**config.mk**
```make
export PLATFORM = sky130hd
export DESIGN_NAME = pipe_ctrl_unit
export DESIGN_NICKNAME = d
export VERILOG_FILES = /design/src/rtl/pipe_ctrl_unit.sv
export SDC_FILE = /design/constraint.sdc
export NUM_CORES = 1
export LEC_CHECK = 0
export CELL_PAD_IN_SITES_DETAIL_PLACEMENT = 1
export CELL_PAD_IN_SITES_GLOBAL_PLACEMENT = 1
export CORE_MARGIN = 3
export CORE_UTILIZATION = 28
export DETAILED_ROUTE_END_ITERATION = 10
export GPL_ROUTABILITY_DRIVEN = 0
export HOLD_SLACK_MARGIN = 0.06
export PLACE_DENSITY = 0.84
export SLEW_MARGIN = 10
export SYNTH_ARGS = -nofsm -noshare
export SYNTH_HDL_FRONTEND = slang
export SYNTH_SLANG_ARGS = --single-unit
export TNS_END_PERCENT = 50
```
**constraint.sdc**
```tcl
create_clock -name clk -period 1.7 [get_ports clk]
set_input_delay 0.34 -clock clk [delete_from_list [all_inputs] [get_ports clk]]
set_output_delay 0.34 -clock clk [all_outputs]
set_load 0.02 [all_outputs]
```
**src/rtl/pipe_ctrl_unit.sv**
```systemverilog
// RV32I 5-stage pipeline control: ID decode, ID/EX-EX/MEM-MEM/WB control registers, hazard and forwarding.
// Optional multi-cycle M-extension sequencing is enabled by defining CTRL_MULDIV_EN.
module pipe_ctrl_unit #(
  parameter int RA_W    = 5,
  parameter int MUL_LAT = 4
) (
  input  logic            clk,
  input  logic            rst_n,
  input  logic [31:0]     id_instr,
  input  logic            id_valid,
  input  logic            ex_branch_taken,
  output logic            pc_stall,
  output logic            ifid_stall,
  output logic            ifid_flush,
  output logic            ex_alusrc,
  output logic            ex_memtoreg,
  output logic            ex_regwrite,
  output logic            ex_memread,
  output logic            ex_memwrite,
  output logic            ex_branch,
  output logic            ex_jal,
  output logic            ex_jalr,
  output logic            ex_illegal,
  output logic [1:0]      ex_aluop,
  output logic [RA_W-1:0] ex_rd,
  output logic [RA_W-1:0] ex_rs1,
  output logic [RA_W-1:0] ex_rs2,
  output logic            mem_regwrite,
  output logic            mem_memtoreg,
  output logic            mem_memread,
  output logic            mem_memwrite,
  output logic [RA_W-1:0] mem_rd,
  output logic            wb_regwrite,
  output logic            wb_memtoreg,
  output logic [RA_W-1:0] wb_rd,
  output logic [1:0]      fwd_a,
  output logic [1:0]      fwd_b
`ifdef CTRL_MULDIV_EN
  ,
  output logic            ex_m
`endif
);

  localparam logic [6:0] OP_R     = 7'b0110011;
  localparam logic [6:0] OP_I     = 7'b0010011;
  localparam logic [6:0] OP_LW    = 7'b0000011;
  localparam logic [6:0] OP_SW    = 7'b0100011;
  localparam logic [6:0] OP_BR    = 7'b1100011;
  localparam logic [6:0] OP_LUI   = 7'b0110111;
  localparam logic [6:0] OP_JAL   = 7'b1101111;
  localparam logic [6:0] OP_JALR  = 7'b1100111;
  localparam logic [6:0] OP_AUIPC = 7'b0010111;

  localparam logic [RA_W-1:0] REG_X0 = {RA_W{1'b0}};

  logic [6:0]      id_opcode_s;
  logic [RA_W-1:0] id_rd_s;
  logic [RA_W-1:0] id_rs1_s;
  logic [RA_W-1:0] id_rs2_s;

  logic       dec_alusrc_s;
  logic       dec_memtoreg_s;
  logic       dec_regwrite_s;
  logic       dec_memread_s;
  logic       dec_memwrite_s;
  logic       dec_branch_s;
  logic       dec_jal_s;
  logic       dec_jalr_s;
  logic       dec_illegal_s;
  logic       dec_m_s;
  logic [1:0] dec_aluop_s;
  logic       rs2_used_s;

  logic busy_s;
  logic load_use_s;
  logic flush_s;
  logic bubble_s;

  assign id_opcode_s = id_instr[6:0];
  assign id_rd_s     = id_instr[7 +: RA_W];
  assign id_rs1_s    = id_instr[15 +: RA_W];
  assign id_rs2_s    = id_instr[20 +: RA_W];

  // Opcode decode of the ID-stage instruction into a control bundle
  always_comb begin
    dec_alusrc_s   = 1'b0;
    dec_memtoreg_s = 1'b0;
    dec_regwrite_s = 1'b0;
    dec_memread_s  = 1'b0;
    dec_memwrite_s = 1'b0;
    dec_branch_s   = 1'b0;
    dec_jal_s      = 1'b0;
    dec_jalr_s     = 1'b0;
    dec_illegal_s  = 1'b0;
    dec_m_s        = 1'b0;
    dec_aluop_s    = 2'b00;
    rs2_used_s     = 1'b0;
    case (id_opcode_s)
      OP_R: begin
        dec_regwrite_s = 1'b1;
        dec_aluop_s    = 2'b10;
        rs2_used_s     = 1'b1;
`ifdef CTRL_MULDIV_EN
        dec_m_s        = (id_instr[31:25] == 7'b0000001);
`endif
      end
      OP_I: begin
        dec_alusrc_s   = 1'b1;
        dec_regwrite_s = 1'b1;
        dec_aluop_s    = 2'b10;
      end
      OP_LW: begin
        dec_alusrc_s   = 1'b1;
        dec_memtoreg_s = 1'b1;
        dec_regwrite_s = 1'b1;
        dec_memread_s  = 1'b1;
      end
      OP_SW: begin
        dec_alusrc_s   = 1'b1;
        dec_memwrite_s = 1'b1;
        rs2_used_s     = 1'b1;
      end
      OP_BR: begin
        dec_branch_s   = 1'b1;
        dec_aluop_s    = 2'b01;
        rs2_used_s     = 1'b1;
      end
      OP_LUI: begin
        dec_alusrc_s   = 1'b1;
        dec_regwrite_s = 1'b1;
        dec_aluop_s    = 2'b11;
      end
      OP_JAL: begin
        dec_regwrite_s = 1'b1;
        dec_jal_s      = 1'b1;
      end
      OP_JALR: begin
        dec_alusrc_s   = 1'b1;
        dec_regwrite_s = 1'b1;
        dec_jal_s      = 1'b1;
        dec_jalr_s     = 1'b1;
        dec_aluop_s    = 2'b11;
      end
      OP_AUIPC: begin
        dec_alusrc_s   = 1'b1;
        dec_regwrite_s = 1'b1;
      end
      default: begin
        dec_illegal_s  = 1'b1;
      end
    endcase
  end

`ifdef CTRL_MULDIV_EN
  localparam int CNT_W = (MUL_LAT > 2) ? $clog2(MUL_LAT - 1) : 1;
  localparam logic ST_IDLE = 1'b0;
  localparam logic ST_BUSY = 1'b1;

  logic             state_r;
  logic [CNT_W-1:0] cnt_r;
  logic             m_enter_s;

  assign busy_s    = (state_r == ST_BUSY);
  assign m_enter_s = dec_m_s & ~bubble_s & ~busy_s;

  // Busy sequencer: holds EX for MUL_LAT cycles once an M-op lands there
  always_ff @(posedge clk or negedge rst_n) begin
    if (!rst_n) begin
      state_r <= ST_IDLE;
      cnt_r   <= {CNT_W{1'b0}};
    end else begin
      case (state_r)
        ST_IDLE: begin
          if (m_enter_s) begin
            state_r <= ST_BUSY;
            cnt_r   <= CNT_W'(MUL_LAT - 2);
          end else begin
            state_r <= ST_IDLE;
          end
        end
        ST_BUSY: begin
          if (cnt_r == {CNT_W{1'b0}}) begin
            state_r <= ST_IDLE;
          end else begin
            cnt_r <= cnt_r - CNT_W'(1);
          end
        end
        default: begin
          state_r <= ST_IDLE;
          cnt_r   <= {CNT_W{1'b0}};
        end
      endcase
    end
  end
`else
  logic unused_bits_s;
  assign unused_bits_s = ^{id_instr[31:25], dec_m_s};
  assign busy_s        = 1'b0;
`endif

  logic unused_f3_s;
  assign unused_f3_s = ^id_instr[14:12];

  // Hazard detection; flush outranks load-use, neither is acted on while busy
  always_comb begin
    load_use_s = id_valid & ex_memread & (ex_rd != REG_X0) & ~busy_s &
                 ((ex_rd == id_rs1_s) | (rs2_used_s & (ex_rd == id_rs2_s)));
    flush_s    = ex_branch_taken & ~busy_s & rst_n;
    bubble_s   = flush_s | load_use_s | ~id_valid;
  end

  assign pc_stall   = busy_s | (load_use_s & ~flush_s);
  assign ifid_stall = busy_s | (load_use_s & ~flush_s);
  assign ifid_flush = flush_s;

  // ID/EX register: hold while busy, bubble on hazard/flush/invalid, else capture decode
  always_ff @(posedge clk or negedge rst_n) begin
    if (!rst_n) begin
      ex_alusrc   <= 1'b0;
      ex_memtoreg <= 1'b0;
      ex_regwrite <= 1'b0;
      ex_memread  <= 1'b0;
      ex_memwrite <= 1'b0;
      ex_branch   <= 1'b0;
      ex_jal      <= 1'b0;
      ex_jalr     <= 1'b0;
      ex_illegal  <= 1'b0;
      ex_aluop    <= 2'b00;
      ex_rd       <= REG_X0;
      ex_rs1      <= REG_X0;
      ex_rs2      <= REG_X0;
`ifdef CTRL_MULDIV_EN
      ex_m        <= 1'b0;
`endif
    end else if (busy_s) begin
      ex_aluop    <= ex_aluop;
    end else if (bubble_s) begin
      ex_alusrc   <= 1'b0;
      ex_memtoreg <= 1'b0;
      ex_regwrite <= 1'b0;
      ex_memread  <= 1'b0;
      ex_memwrite <= 1'b0;
      ex_branch   <= 1'b0;
      ex_jal      <= 1'b0;
      ex_jalr     <= 1'b0;
      ex_illegal  <= 1'b0;
      ex_aluop    <= 2'b00;
      ex_rd       <= REG_X0;
      ex_rs1      <= REG_X0;
      ex_rs2      <= REG_X0;
`ifdef CTRL_MULDIV_EN
      ex_m        <= 1'b0;
`endif
    end else begin
      ex_alusrc   <= dec_alusrc_s;
      ex_memtoreg <= dec_memtoreg_s;
      ex_regwrite <= dec_regwrite_s;
      ex_memread  <= dec_memread_s;
      ex_memwrite <= dec_memwrite_s;
      ex_branch   <= dec_branch_s;
      ex_jal      <= dec_jal_s;
      ex_jalr     <= dec_jalr_s;
      ex_illegal  <= dec_illegal_s;
      ex_aluop    <= dec_aluop_s;
      ex_rd       <= id_rd_s;
      ex_rs1      <= id_rs1_s;
      ex_rs2      <= id_rs2_s;
`ifdef CTRL_MULDIV_EN
      ex_m        <= dec_m_s;
`endif
    end
  end

  // EX/MEM register: a stalled multi-cycle op leaves bubbles behind it
  always_ff @(posedge clk or negedge rst_n) begin
    if (!rst_n) begin
      mem_regwrite <= 1'b0;
      mem_memtoreg <= 1'b0;
      mem_memread  <= 1'b0;
      mem_memwrite <= 1'b0;
      mem_rd       <= REG_X0;
    end else if (busy_s) begin
      mem_regwrite <= 1'b0;
      mem_memtoreg <= 1'b0;
      mem_memread  <= 1'b0;
      mem_memwrite <= 1'b0;
      mem_rd       <= REG_X0;
    end else begin
      mem_regwrite <= ex_regwrite;
      mem_memtoreg <= ex_memtoreg;
      mem_memread  <= ex_memread;
      mem_memwrite <= ex_memwrite;
      mem_rd       <= ex_rd;
    end
  end

  // MEM/WB register, never stalled
  always_ff @(posedge clk or negedge rst_n) begin
    if (!rst_n) begin
      wb_regwrite <= 1'b0;
      wb_memtoreg <= 1'b0;
      wb_rd       <= REG_X0;
    end else begin
      wb_regwrite <= mem_regwrite;
      wb_memtoreg <= mem_memtoreg;
      wb_rd       <= mem_rd;
    end
  end

  // EX operand forwarding selects; the younger MEM result wins over WB
  always_comb begin
    if (mem_regwrite && (mem_rd != REG_X0) && (mem_rd == ex_rs1)) begin
      fwd_a = 2'b10;
    end else if (wb_regwrite && (wb_rd != REG_X0) && (wb_rd == ex_rs1)) begin
      fwd_a = 2'b01;
    end else begin
      fwd_a = 2'b00;
    end
    if (mem_regwrite && (mem_rd != REG_X0) && (mem_rd == ex_rs2)) begin
      fwd_b = 2'b10;
    end else if (wb_regwrite && (wb_rd != REG_X0) && (wb_rd == ex_rs2)) begin
      fwd_b = 2'b01;
    end else begin
      fwd_b = 2'b00;
    end
  end

endmodule

```
==> summary.md, run 1 <==
| Metric | Value |
|---|---|
| Skew final | approximately 2.5 ps |
| Worst path slowest cell | or4_4 |
| Hold Buf Count CTS | 0 |
| Grt ovf | 0 |
| CTS buffer count | 5 |
| Yosys top cell by area | dfrtp_1 |
| Period Utilization, post-route | 1.31 |
| All-Layer GR Usage | 0.166 |
| Reg clk slew, reported paths | approximately 80 ps |
| Post-Syn Nets | 188 |
| Clk Tree Root Cell | clkbuf_8 |
| Endpoint class of the critical path | output pin |
| Register bit count reported by yosys | 40 |
| Ports | 85 |
| Worst Hold Class | primary input to async pin |
| DP HPWL | about 4700 um |
| H-Tree Depth | 2 |
| Post-route ant nets | 0 |
| Diodes inserted | 0 |
| Critical path class | flop to output pin |
| Post-layout util | 0.537 |
| Crit path DAT | about 1900 ps |
| Vias in the first global route | about 1.8k |
| Row cnt | 28 |
| Die X | about 87 um |
| CP required | 1360 ps |
| Min cycle time layout | between 2000 and 2500 ps |
| Critical path, cell by cell | xor2_1, or4_4, nor4_4, buf_4 |
| Largest stage delay, worst path | roughly 550 ps |
| Cells after Synth | between 150 and 200 |
| Final net count | ~300 |
| Port bufs | 74 |
| Worst skew pair latency | slightly below 300 ps |
| Max Slew Vio Count | 0 |
| Worst slew pin tran | ~500 ps |
| Starting density of the core | 0.299 |
| Routed length per placed instance | about 18 um |
| Fmax achieved | ~450 MHz |
| RSZ-0062 raised after global routing | true |
| Initial DRC Count | 53 |
| Final setup margin | -526 ps |
| DRC viols | 0 |
| Failing checks | negative setup slack |
| TNS Setup | -5420 ps |
| Status | finished, violations left |
| Mean Syn Cell Area | approximately 12 um^2 |
| CTS max path bufs | 2 |
| Final hold viol count | 0 |
| Mapped Area | about 1800 um^2 |
| WL final | 6050 um |
| Via density | 4.62 |
| First-pass GRT wire length | between 9000 and 10000 um |
| Max transition margin | 0.657 |
| Max-Cap Viols | 0 |
| Library cells used by synthesis | 32 |
| Post-synthesis sequential area ratio | 0.546 |
| Fin cells | approximately 350 |
| Drt pass-1 iters | 2 |
| Worst VDD drop | slightly below 0.0004 V |
| Largest cells by area after synthesis | dfrtp_1, xor2_1, xnor2_1, and3_1, nor4b_2 |
| Endpoints failing setup | 31 |
| Pwr/cell area | between 600 and 700 nW/um^2 |
| Crit path launch type | flop |
| Sink Count | 40 |
| Synth-to-Final Area Change | 79.5% |
| CP max FO | 4 |
| Layout cell share with drive strength beyond 1 | 0.422 |
| Pin count of the biggest net entering global routing | 41 |
| Place WS | -903 ps |
| Core Region | 6130 um^2 |
| Die H | 86.9 um |
| CTS tree | built |
| Die Area | approximately 7600 um^2 |
| Dpl cells | 332 |
| Vias after detailed routing | between 1.5k and 2k |
| Area share of the largest cell type after synthesis | 0.546 |
| Synth warn | 0 |
| Design Power | 2.24 mW |
| Antenna violations before repair | 0 |
| Leakage | 1.66 nW |
## worst max-delay path, delay by kind of cell, from the launching register on
family,cells,cell delay [ps]
flops,1,440
xor+xnor,1,150
simple gates,2,830
buf+inv,1,180
## synth_stat cells, drive strengths merged
cell type	n
nor2	5
or3	1
or4	5
nand4	2
nand2	6
and4bb	1
dfrtp	40
nor3b	2
nand3	3
o21bai	2
buf	5
xnor2	14
nor4b	4
nand2b	1
and3	17
nor2b	2
nor4	5
o21ai	3
inv	2
nor3	2
clkbuf	2
and4	1
a21oi	6
xor2	16
and2	4
o221ai	1
## worst paths after layout
check / cells past startpoint / slack, ps / end / from
setup / recovery: 4 / -530 / fwd_a[0] / wb_rd[1]$_DFF_PN0_
hold / removal: 2 / 190 / ex_rd[4]$_DFF_PN0_ / rst_n
setup reg to reg: 6 / -200 / ex_jal$_DFF_PN0_ / ex_rd[3]$_DFF_PN0_
hold reg to reg: 0 / 390 / mem_memwrite$_DFF_PN0_ / ex_memwrite$_DFF_PN0_
max in group asynchronous: 2 / 1130 / ex_rd[0]$_DFF_PN0_ / rst_n
min in group clk: 2 / 380 / ex_rs1[4]$_DFF_PN0_ / id_instr[19]
## repair_timing
item                                   4_1_cts  5_1_grt
gates cloned                                 1        0
resized for setup                           80       29
buffers inserted                             1        3
pin swaps                                    6       13
endpoints found under the hold margin        0        0
setup endpoints to repair                   56       35
## area by class of cell
cell class	count	area [um^2]
Clock inverter	2	35.0
Sequential cell	40	1020
Timing Repair Buffer	117	1060
Inverter	2	7.51
Clock buffer	6	72.6
Multi-Input combinational cell	103	1000
Tap cell	75	93.8
Fill cell	654	2840
## layer usage
| layer | wire (um) | vias up | part of all wire | track usage |
|---|---|---|---|---|
| li1 | - | 765 | - | - |
| met2 | 3250 | 61 | 0.54 | 0.315 |
| met4 | 52 | 0 | 0.0086 | 0.0297 |
| met5 | 0 | - | 0 | 0 |
| met3 | 468 | 6 | 0.077 | 0.0501 |
| met1 | 2280 | 761 | 0.38 | 0.183 |
## stage by stage
step | instance area [um^2] | hold WS, ps
after global routing | 3290 | 229
after CTS | 3140 | 209
after detailed placement | 2970 | 375
after floorplan | 1910 | 44.4
final | 3290 | 185
after global placement | 2970 | 358
## placed cells by master (no fill, tap or decap), types with 3 or more instances in the layout
cell / instances
xnor2_2: 5
nand2_1: 6
nor2_1: 3
buf_6: 5
dfrtp_2: 15
and3_4: 10
or4_4: 4
dlymetal6s2s_1: 6
nor4_4: 4
dlygate4sd2_1: 29
xnor2_1: 9
clkdlybuf4s50_1: 27
a21oi_1: 6
buf_4: 45
and3_1: 7
clkbuf_8: 5
xor2_1: 16
dfrtp_1: 25
nor4b_4: 4
## cells by family after synthesis
family                 Yosys count  synth area share
AND/OR/NAND/NOR                 61             0.231
flip-flops                      40             0.546
XOR/XNOR                        30             0.143
AO/OA/AOI/OAI                   12            0.0471
buffers and inverters            9            0.0328
## flip-flops by register name, summed over array words and instances (netlist names), 2 cells and up
signal and count:
ex_aluop 2, ex_rd 5, ex_rs1 5, ex_rs2 5, mem_rd 5, wb_rd 5
## report_power, final
group          leakage, nW  switching [mW]  internal (mW)
Combinational         1.09           0.229          0.227
Clock               0.0552           0.329          0.436
Sequential           0.516          0.0351          0.988
(Power assumes the default switching activity.)
==> run 2: changes to the inputs <==
- SETUP_SLACK_MARGIN: default -> 0.02
- SLEW_MARGIN: 10 -> 20
==> run 2 against run 1 <==
Clock skew shrank 0.74 ps. Wire length is essentially flat. Power up 0.13%. Hold slack better by 5.0 ps. Global-route usage did not move. Maximum frequency about the same. Via count about the same. Clock power grew 0.7%. Largest power group unchanged. The flow still finishes with violations (negative setup slack). Setup slack got worse by 1.5 ps. Die area unchanged. Critical path depth unchanged. Critical path type unchanged. Cell count did not move.
==> summary.md, run 2 (synthesis results as in run 1) <==
| Metric | Value |
|---|---|
| Starting density of the core | 0.299 |
| Leakage | 1.69 nW |
| Post-route ant nets | 0 |
| CTS buffer count | 5 |
| Vias after detailed routing | 1592 |
| Status | finished, violations left |
| Die X | 86.9 um |
| Fmax achieved | between 400 and 500 MHz |
| CTS tree | built |
| Combinational share of power | 0.202 |
| Ports | 85 |
| RR Startpoint | ex_rd[3]$_DFF_PN0_ |
| DP HPWL | ~4700 um |
| DRC viols | 0 |
| Diodes inserted | 0 |
| H-Tree Depth | 2 |
| Skew final | around 1.8 ps |
| Failing checks | negative setup slack |
| Via density | ~4.6 |
| Worst setup path start | wb_rd[1]$_DFF_PN0_ |
| FF-to-FF setup slack | -200 ps |
| Synth-to-Final Area Change | 79.3% |
| Endpoint class of the critical path | output pin |
| Sink Count | 40 |
| Max transition margin | 0.658 |
| First-pass GRT wire length | 9520 um |
| CP max FO | 4 |
| Final net count | 305 |
| Commonest non-fill, non-tap cell in the layout | buf_4 |
| Sw Share | 0.266 |
| Worst Hold Class | primary input to async pin |
| End of the critical path | fwd_a[0] |
| Crit path DAT | 1890 ps |
| FF-to-FF End | ex_jal$_DFF_PN0_ |
| RSZ-0062 raised after global routing | true |
| Max-Cap Viols | 0 |
| Final setup margin | -527 ps |
| Die H | 86.9 um |
| Hold Buf Count CTS | 0 |
| Core Region | 6130 um^2 |
| Critical path class | flop to output pin |
| Row cnt | 28 |
| Initial DRC Count | 53 |
| CTS max path bufs | 2 |
| Pin count of the biggest net entering global routing | slightly above 40 |
| WL final | 6050 um |
| Endpoints failing setup | 31 |
| Design Power | between 2 and 2.5 mW |
| Most frequent cells in the layout | buf_4, dlygate4sd2_1, dfrtp_1, clkdlybuf4s50_1, xor2_1 |
| Vias in the first global route | roughly 1.8k |
| Crit path launch type | flop |
| Worst skew pair latency | 290 ps |
| Seq pwr share | 0.455 |
| Port bufs | 74 |
| Antenna violations before repair | 0 |
| Max Slew Vio Count | 0 |
| Worst VDD drop | around 0.00039 V |
| Final hold viol count | 0 |
| R2R depth | 6 |
| Layout cell share with drive strength beyond 1 | 0.419 |
| CP required | ~1400 ps |
| Psw | about 600 uW |
| Routed length per placed instance | between 15 and 20 um |
| Worst slew pin tran | a little over 500 ps |
| Drt pass-1 iters | 3 |
| Reg clk slew, reported paths | ~80 ps |
| Post-layout util | 0.536 |
| Internal | 1.65 mW |
| All-Layer GR Usage | 0.166 |
| Clock Power Share | 0.343 |
| Die Area | about 7600 um^2 |
| Pwr/cell area | ~700 nW/um^2 |
| Period Utilization, post-route | 1.31 |
| Min cycle time layout | roughly 2200 ps |
| Grt ovf | 0 |
| Clk Tree Root Cell | clkbuf_8 |
## run 2: cell count changes in the layout (fill, tap and decap cells not counted), sizes merged
cell | previous run | this run
clkdlybuf4s15 | 1 | 0
clkdlybuf4s50 | 27 | 25
dlygate4sd2 | 29 | 31
dlymetal6s2s | 6 | 7
## run 2: power groups by stage
| stage | Combinational, mW | Sequential, mW | Clock, mW |
|---|---|---|---|
| finish | 0.454 | 1.02 | 0.770 |
| detailed placement | 0.443 | 1.04 | 0 |
| global placement | 0.430 | 1.04 | 0 |
| CTS | 0.436 | 1.02 | 0.782 |
| global route | 0.488 | 1.03 | 0.824 |
| floorplan | 0.126 | 1.09 | 0 |
## run 2: area by class of cell
cell class / instances / area [um^2]
repair buffers: 117 / 1060
fillers: 656 / 2840
flip-flops and latches: 40 / 1020
well taps: 75 / 93.8
inverters: 2 / 7.51
clock buffers: 6 / 72.6
clock inverters: 2 / 35.0
multi-input cells: 103 / 1000
## run 2: what timing repair did
action | 4_1_cts | 5_1_grt
endpoints found under the setup margin | 58 | 36
buffers inserted | 1 | 3
cloned | 1 | 0
pin swaps | 6 | 12
resized for setup | 82 | 30
## run 2: worst max-delay path, stage by stage (launching register included)
cell     delay, ps
dfrtp_2        440
xor2_1         150
or4_4          550
nor4_4         280
buf_4          180
## run 2: how the worst min path moves through the flow
stage	endpoint	start	depth (start not counted)
6_report	ex_rd[4]$_DFF_PN0_	rst_n	2
3_5_place_dp	mem_memwrite$_DFF_PN0_	ex_memwrite$_DFF_PN0_	0
4_1_cts	mem_memread$_DFF_PN0_	rst_n	2
3_3_place_gp	mem_regwrite$_DFF_PN0_	ex_regwrite$_DFF_PN0_	0
5_1_grt	ex_rd[4]$_DFF_PN0_	rst_n	2
2_1_floorplan	ex_aluop[0]$_DFF_PN0_	rst_n	0
## run 2: layer usage
metal | vias to the layer above | global-route usage | part of all wire
li1 | 763 | - | -
met1 | 763 | 0.183 | 0.38
met2 | 61 | 0.315 | 0.54
met3 | 5 | 0.0501 | 0.076
met4 | 0 | 0.0297 | 0.0059
met5 | - | 0 | 0
## run 2: through the flow
step	hold slack [ps]	cells	area [um^2]	worst slack, ps	TNS (ps)
floorplan	44.4	152	1910	-217	-808
global placement	358	332	2970	-843	-12310
detailed placement	375	332	2970	-903	-14600
CTS	209	342	3140	-553	-4140
global route	229	345	3290	-569	-7580
finish	190	345	3290	-527	-5560
==> run 3: changes to the inputs <==
==> constraint.sdc (replaced) <==
create_clock -name clk -period 1.7 [get_ports clk]
set_input_delay 0.17 -clock clk [delete_from_list [all_inputs] [get_ports clk]]
set_output_delay 0.17 -clock clk [all_outputs]
set_load 0.02 [all_outputs]
==> run 3 against run 2 <==
The flow still finishes with violations (negative setup slack). Combinational power rose by 10%. Setup slack improved by 170 ps. Design area grew 2.0%. Utilization up 1.1 points. Largest power group unchanged.
==> summary.md, run 3 (synthesis results as in run 1) <==
| Metric | Value |
|---|---|
| Period Utilization, post-route | 1.21 |
| Starting density of the core | 0.299 |
| CP max FO | 4 |
| Worst slew pin tran | between 500 and 600 ps |
| Area occupied by multi-input gates | between 1000 and 1500 um^2 |
| Leakage | about 1.5 nW |
| Layout cell share with drive strength beyond 1 | 0.406 |
| Final hold viol count | 0 |
| Worst Hold Class | flop to flop |
| CTS buffer count | 5 |
| H-Tree Depth | 2 |
| RSZ-0062 raised after global routing | true |
| FF-to-FF setup slack | -210 ps |
| Ports | 85 |
| Row cnt | 28 |
| Skew final | 3.74 ps |
| Die Area | 7550 um^2 |
| All-Layer GR Usage | 0.182 |
| Busiest layer in global routing | met2 |
| Fmax achieved | slightly below 500 MHz |
| Fillers | approximately 640 |
| CTS max path bufs | 2 |
| Most frequent cells in the layout | clkdlybuf4s50_1, buf_4, dfrtp_1 |
| Die H | between 80 and 90 um |
| Min cycle time layout | around 2000 ps |
| Hold Crit Start | ex_regwrite$_DFF_PN0_ |
| Post-route ant nets | 0 |
| Place WS | -568 ps |
| Initial DRC Count | 44 |
| Vias in the first global route | around 1.8k |
| Critical path, cell by cell | xor2_1, or4_4, nor4_4, buf_4 |
| RR Startpoint | ex_rd[3]$_DFF_PN0_ |
| Sink Count | 40 |
| Diodes inserted | 0 |
| Via density | approximately 4.8 |
| Final setup margin | -359 ps |
| Worst skew pair latency | roughly 290 ps |
| Clk Tree Root Cell | clkbuf_8 |
| Vias after detailed routing | 1657 |
| M1 GR Usage | 0.203 |
| Status | finished, violations left |
| Critical path class | flop to output pin |
| Max transition margin | 0.664 |
| Crit path DAT | about 1900 ps |
| CP required | 1530 ps |
| DRC viols | 0 |
| Pin count of the biggest net entering global routing | 41 |
| Commonest non-fill, non-tap cell in the layout | clkdlybuf4s50_1 |
| Pwr/cell area | about 650 nW/um^2 |
| Max-Cap Viols | 0 |
| CTS tree | built |
| Synth-to-Final Area Change | 82.9% |
| Crit path launch type | flop |
| Routed length per placed instance | 19.1 um |
| DP HPWL | about 4700 um |
| Largest stage delay, worst path | between 500 and 600 ps |
| Antenna violations before repair | 0 |
| Register area | 1020 um^2 |
| Grt ovf | 0 |
| Port bufs | 74 |
| Failing checks | negative setup slack |
| Die X | 86.9 um |
| Max Slew Vio Count | 0 |
| Final net count | roughly 310 |
| Worst path slowest cell | or4_4 |
| Drt pass-1 iters | 4 |
| Reg clk slew, reported paths | around 70 ps |
| Worst setup path start | wb_rd[0]$_DFF_PN0_ |
| Design Power | around 2.2 mW |
| Met2 GRT Util | 0.344 |
| WL final | between 6000 and 7000 um |
| Met3 Usage GRT | 0.0511 |
| Core Region | 6130 um^2 |
| Worst VDD drop | between 0.0002 and 0.0003 V |
| Endpoints failing setup | 29 |
| Endpoint class of the critical path | output pin |
| First-pass GRT wire length | just over 10000 um |
## run 3: layout make-up
cell class | instances | share of cell area
Sequential cell | 40 | 0.304
Multi-Input combinational cell | 103 | 0.305
Inverter | 2 | 0.00224
Clock buffer | 8 | 0.0269
Tap cell | 75 | 0.0280
Timing Repair Buffer | 118 | 0.334
## run 3: power by group
part           internal (mW)  switching [mW]  leakage (nW)  total [mW]
Combinational          0.258           0.243         0.980       0.501
Sequential             0.989          0.0379         0.516        1.03
Clock                  0.331           0.309        0.0455       0.640
## run 3: timing repair
action                                  CTS  global route
endpoints found under the setup margin   31            31
pin swaps                                13            12
hold buffers                              1             0
cloned                                    2             1
buffers inserted                          5             1
hold endpoints to repair                 40             0
gates resized for setup                  59            14
## run 3: path summary, 6_finish.rpt
kind | to | cells past startpoint
max | fwd_a[0] | 4
min | mem_regwrite$_DFF_PN0_ | 0
max reg2reg | ex_regwrite$_DFF_PN0_ | 5
min reg2reg | mem_regwrite$_DFF_PN0_ | 0
max in group asynchronous | wb_rd[0]$_DFF_PN0_ | 3
min in group asynchronous | ex_alusrc$_DFF_PN0_ | 3
## run 3: per-layer routing
layer  part of all wire  up-vias
met3              0.073        7
met2               0.55       66
met5                  0        -
li1                   -      769
met4             0.0080        0
met1               0.37      815
## run 3: per-stage QoR
| stage | area [um^2] | std cells | setup TNS (ps) | hold slack [ps] | utilization |
|---|---|---|---|---|---|
| after floorplan | 1910 | 152 | -134 | -126 | - |
| after global placement | 2940 | 329 | -6400 | 347 | 0.480 |
| after detailed placement | 2940 | 329 | -8370 | 341 | 0.480 |
| after CTS | 3280 | 345 | -4820 | 377 | 0.536 |
| after global routing | 3350 | 346 | -6400 | 392 | 0.547 |
| final | 3350 | 346 | -4540 | 379 | 0.547 |
## run 3: worst max-delay path, delay by kind of cell (launching register included)
family                 cells  cell delay (ps)
AND/OR/NAND/NOR            2              810
flip-flops                 1              450
buffers and inverters      1              180
XOR/XNOR                   1              150
